[src/rtl/wb_lbist_arb.sv]
// wb_lbist_arb: two-master round-robin Wishbone arbiter.
// Master 0 is the management host, master 1 is the LBIST sequencer.
// A grant is held for the whole cyc of the winner, and ack/err/dat go back
// only to the granted master. With WB_ARB_TIMEOUT_EN defined, a stall
// counter aborts a beat after TO_CYCLES cycles without ack/err. In that case
// it raises a one-cycle err to the owner and drops s_stb_o for that cycle.
module wb_lbist_arb #(
    parameter int AW        = 32,
    parameter int DW        = 32,
    parameter int TO_CYCLES = 255
) (
    input  logic            wb_clk_i,
    input  logic            wb_rst_i,
    input  logic            m0_cyc_i,
    input  logic            m0_stb_i,
    input  logic            m0_we_i,
    input  logic [AW-1:0]   m0_adr_i,
    input  logic [DW-1:0]   m0_dat_i,
    input  logic [DW/8-1:0] m0_sel_i,
    output logic [DW-1:0]   m0_dat_o,
    output logic            m0_ack_o,
    output logic            m0_err_o,
    input  logic            m1_cyc_i,
    input  logic            m1_stb_i,
    input  logic            m1_we_i,
    input  logic [AW-1:0]   m1_adr_i,
    input  logic [DW-1:0]   m1_dat_i,
    input  logic [DW/8-1:0] m1_sel_i,
    output logic [DW-1:0]   m1_dat_o,
    output logic            m1_ack_o,
    output logic            m1_err_o,
    output logic            s_cyc_o,
    output logic            s_stb_o,
    output logic            s_we_o,
    output logic [AW-1:0]   s_adr_o,
    output logic [DW-1:0]   s_dat_o,
    output logic [DW/8-1:0] s_sel_o,
    input  logic [DW-1:0]   s_dat_i,
    input  logic            s_ack_i,
    input  logic            s_err_i,
    output logic [1:0]      gnt_o
);

    typedef enum logic [1:0] {IDLE, GNT0, GNT1} state_t;

    state_t          state_reg, state_next;
    logic            last_gnt_reg, last_gnt_next;
    logic [1:0]      gnt_vec;
    logic            sel_cyc, sel_stb, sel_we;
    logic [AW-1:0]   sel_adr;
    logic [DW-1:0]   sel_dat;
    logic [DW/8-1:0] sel_sel;
    logic            to_pulse;

    // Per-master response routing, indexed by master number
    logic [1:0]      m_ack, m_err;
    logic [DW-1:0]   m_dat [2];

    assign gnt_vec = {state_reg == GNT1, state_reg == GNT0};
    assign gnt_o   = gnt_vec;

    // State and round-robin history registers
    always_ff @(posedge wb_clk_i) begin
        if (wb_rst_i) begin
            state_reg    <= IDLE;
            last_gnt_reg <= 1'b1;   // master 0 wins the first tie
        end else begin
            state_reg    <= state_next;
            last_gnt_reg <= last_gnt_next;
        end
    end

    // Next-state: arbitrate in IDLE, hold grant while the owner keeps cyc
    always_comb begin
        state_next    = state_reg;
        last_gnt_next = last_gnt_reg;
        case (state_reg)
            IDLE: begin
                if (m0_cyc_i && m1_cyc_i)
                    state_next = last_gnt_reg ? GNT0 : GNT1;
                else if (m0_cyc_i)
                    state_next = GNT0;
                else if (m1_cyc_i)
                    state_next = GNT1;
            end
            GNT0: begin
                if (!m0_cyc_i) begin
                    state_next    = IDLE;
                    last_gnt_next = 1'b0;
                end
            end
            GNT1: begin
                if (!m1_cyc_i) begin
                    state_next    = IDLE;
                    last_gnt_next = 1'b1;
                end
            end
            default: state_next = IDLE;
        endcase
    end

    // Request mux: the owner's signals pass straight through, and all are 0 when idle
    always_comb begin
        sel_cyc = 1'b0;
        sel_stb = 1'b0;
        sel_we  = 1'b0;
        sel_adr = '0;
        sel_dat = '0;
        sel_sel = '0;
        if (state_reg == GNT0) begin
            sel_cyc = m0_cyc_i;
            sel_stb = m0_stb_i;
            sel_we  = m0_we_i;
            sel_adr = m0_adr_i;
            sel_dat = m0_dat_i;
            sel_sel = m0_sel_i;
        end else if (state_reg == GNT1) begin
            sel_cyc = m1_cyc_i;
            sel_stb = m1_stb_i;
            sel_we  = m1_we_i;
            sel_adr = m1_adr_i;
            sel_dat = m1_dat_i;
            sel_sel = m1_sel_i;
        end
    end

    assign s_cyc_o = sel_cyc;
    assign s_stb_o = sel_stb & ~to_pulse;   // an aborted beat is withdrawn from the slave
    assign s_we_o  = sel_we;
    assign s_adr_o = sel_adr;
    assign s_dat_o = sel_dat;
    assign s_sel_o = sel_sel;

`ifdef WB_ARB_TIMEOUT_EN
    localparam logic [7:0] TO_LAST = 8'(TO_CYCLES - 1);

    logic [7:0] to_cnt_reg, to_cnt_next;
    logic       stall;

    // The pulse fires on the TO_CYCLES-th consecutive stalled cycle, counting from 1
    assign stall    = (state_reg != IDLE) && sel_stb && !s_ack_i && !s_err_i;
    assign to_pulse = stall && (to_cnt_reg == TO_LAST);

    // Stall counter: count stalled beats and restart on ack/err/stb low/abort
    always_comb begin
        to_cnt_next = 8'd0;
        if (stall && !to_pulse)
            to_cnt_next = to_cnt_reg + 8'd1;
    end

    // Stall counter register
    always_ff @(posedge wb_clk_i) begin
        if (wb_rst_i)
            to_cnt_reg <= 8'd0;
        else
            to_cnt_reg <= to_cnt_next;
    end
`else
    logic unused_to_cfg;
    assign unused_to_cfg = (TO_CYCLES != 0);
    assign to_pulse      = 1'b0;
`endif

    // Response routing: only the granted master sees ack/err/dat
    for (genvar gi = 0; gi < 2; gi++) begin : g_resp
        assign m_ack[gi] = gnt_vec[gi] & s_ack_i;
        assign m_err[gi] = gnt_vec[gi] & (s_err_i | to_pulse);
        assign m_dat[gi] = gnt_vec[gi] ? s_dat_i : '0;
    end

    assign m0_ack_o = m_ack[0];
    assign m0_err_o = m_err[0];
    assign m0_dat_o = m_dat[0];
    assign m1_ack_o = m_ack[1];
    assign m1_err_o = m_err[1];
    assign m1_dat_o = m_dat[1];

endmodule

[config.mk]
export PLATFORM = sky130hd
export DESIGN_NAME = wb_lbist_arb
export DESIGN_NICKNAME = d
export VERILOG_FILES = /design/src/rtl/wb_lbist_arb.sv
export SDC_FILE = /design/constraint.sdc
export NUM_CORES = 1
export LEC_CHECK = 0
export BUFFER_PORTS_ARGS = -buffer_cell sky130_fd_sc_hd__buf_2
export CORE_AREA = 2 2 125 127
export CTS_CLUSTER_SIZE = 40
export DETAILED_ROUTE_END_ITERATION = 10
export DIE_AREA = 0 0 127 129
export PLACE_DENSITY = 0.37
export SYNTH_ARGS = -nofsm -noshare
export SYNTH_HDL_FRONTEND = slang
export SYNTH_SLANG_ARGS = --single-unit
[constraint.sdc]
create_clock -name wb_clk_i -period 2.8 [get_ports wb_clk_i]
set_clock_uncertainty 0.2 [all_clocks]
set_input_delay 0.56 -clock wb_clk_i [delete_from_list [all_inputs] [get_ports wb_clk_i]]
set_output_delay 0.56 -clock wb_clk_i [all_outputs]
set_load 0.1 [all_outputs]
==> metrics.txt <==
status=completed; wire per inst=12.1 microns; Die Height=129 microns; drt pass-1 iters=3; Startpoint Class=register; final core occ=between 20% and 30%; Global Route Usage Sum=under 10%; initial core utilization=8.96%; Ys Warns=0; Via Count=2576; first-pass GRT wire length=10800 microns; DR iter-0 viols=54; R2R setup slack=between 1.5 and 2 ns; remaining global-route overflow=0; DP HPWL=6890 microns; Die X=approximately 130 microns; Post-route DRC=0; Combinational Power Share=between 80% and 90%; post-route ant nets=0; Cell Area, Synth=0.00134 sq mm; largest net degree at the start of global routing=62; Worst IR Drop VDD=0.169 mV; PD cells=456 mW/mm^2; Netlist cell types=14; Pleak=2.05 nW; Reg-to-Reg End=state_reg[0]$_SDFFE_PP0P_; min-delay src=last_gnt_reg$_SDFFE_PP1P_; clk slew on worst S/H paths=0.03 ns; top cells by area, synth=a22o_1 46%, and2_1 32%, buf_2 4.8%; area leader, netlist=a22o_1; # setup viols final=0; Syn Area/Cell=7.50 sq um; Final Net Count=659; commonest non-fill, non-tap cell in the layout=buf_2; Slew @ Worst Pin=0.503 ns; worst hold-check path type=register to register; Via density=a little under 4; CTS Hold Bufs=0; final wirelength=slightly above 8000 microns; max-slew violation count=0; CORE AREA=~0.015 sq mm; # diodes=0; area delta synth->final=142%; #FFs+latches synth=3; root buf cell=clkbuf_16; deepest clock path buffer count=2; Slew HR=66.7%; Min Clock Period, post-route=2.71 ns; Clock power frac=15.4%; # Post-CTS Setup Buffers=0; CP Class=register to primary output; io pins=319; fin crit share=96.7%; Hold Vio Cnt, Final=0; Yosys top cell area share=46.3%; GP Congestion=0.761; CP required=between 2 and 2.5 ns; unrepaired setup endpoints after global routing=false; Switching Share=67.2%; full die area=0.0164 sq mm; Max Cap Violations=0; Rows=45; P_sw=0.995 mW; most frequent cells in the layout=299 x buf_2, 71 x a22o_1, 68 x and2_1; number of cells on the worst reg-to-reg path=2; htree depth=1; CP Max Fanout=45; Reg2Reg Launch Point=state_reg[0]$_SDFFE_PP0P_; Reg power frac=3.3%; CP Data Arrival Time=1.95 ns; syn_nets=357; sequential-to-total area share from yosys stat=around 4.5%; max reg flops=2; CTS tree=yes; number of global-route vias before repair=2324; TNS Setup=0 ns; CTS Buf Count=3; Power Internal=~0.49 mW; WHS Path Cells=1; CP endpoint kind=primary output; Fmax=369 MHz; CTS Sinks=3; WHS Endpoint=last_gnt_reg$_SDFFE_PP1P_; Worst-Skew Late Latency=between 0.2 and 0.25 ns; initial antenna violation count=0; layout cells sized above 1=68.1%; cell count after synthesis=179; IO Port Bufs=about 320
-- per-stage QoR --
stage	hold WS, ns	setup slack [ns]	std cells	instance area, sq um	power (mW)
final	0.321	0.0922	668	3240	1.48
after global routing	0.359	0.00238	668	3240	1.53
after CTS	0.318	0.0703	668	3200	1.48
after detailed placement	0.311	0.327	664	3130	1.25
after global placement	0.324	0.355	664	3130	1.25
after floorplan	0.277	0.137	179	1340	0.991
-- power groups by stage --
stage	clock, mW	combinational, mW	sequential [mW]
floorplan	0	0.943	0.0479
global placement	0	1.20	0.0495
detailed placement	0	1.20	0.0494
CTS	0.233	1.20	0.0489
global route	0.240	1.24	0.0493
finish	0.228	1.20	0.0490
-- kinds of logic after synthesis --
group | share of synthesized area (%)
simple gates | 33.6
buf+inv | 13.0
compound gates | 49.0
flops | 4.47
-- layout make-up --
type	count	area [sq um]
fillers	1680	11700
well taps	188	235
multi-input cells	147	1120
flip-flops and latches	3	60.1
inverters	4	15.0
clock buffers	4	78.8
repair buffers	322	1730
-- Yosys cell counts, drive strengths merged --
master and count:
nor2b 3, and2 68, o311a 1, a22o 71, dfxtp 3, a221o 1, a21o 1, buf 23
a2111oi 1, clkbuf 2, nand2b 1, inv 4
-- what timing repair did --
item,CTS,global route
hold endpoints to repair,0,0
endpoints found under the setup margin,0,16
gates resized for setup,0,16
-- metal layers --
layer / up-vias / global-route usage (%) / share of wire (%)
li1: 1263 / - / -
met1: 1130 / 9.18 / 38
met2: 180 / 16.0 / 53
met3: 3 / 0.998 / 8.7
met4: 0 / 1.49 / 0.36
met5: - / 0 / 0
-- worst max-delay path, stage by stage (launching register included) --
cell and delay (ns):
dfxtp_1 0.44, nor2b_4 0.24, buf_4 0.38, a22o_1 0.20, buf_2 0.42
-- worst max path at each step --
stage	from	end	slack, ns	cells after the start
2_1_floorplan	state_reg[0]$_SDFFE_PP0P_	m0_dat_o[22]	0.14	4
6_report	state_reg[1]$_SDFFE_PP0P_	s_adr_o[8]	0.09	4
3_5_place_dp	state_reg[1]$_SDFFE_PP0P_	s_adr_o[11]	0.33	4
4_1_cts	state_reg[1]$_SDFFE_PP0P_	s_adr_o[11]	0.07	4
3_3_place_gp	state_reg[1]$_SDFFE_PP0P_	s_adr_o[10]	0.35	4
5_1_grt	state_reg[1]$_SDFFE_PP0P_	s_adr_o[16]	0.002	4
Note: power is estimated with default switching activity, not from simulation.
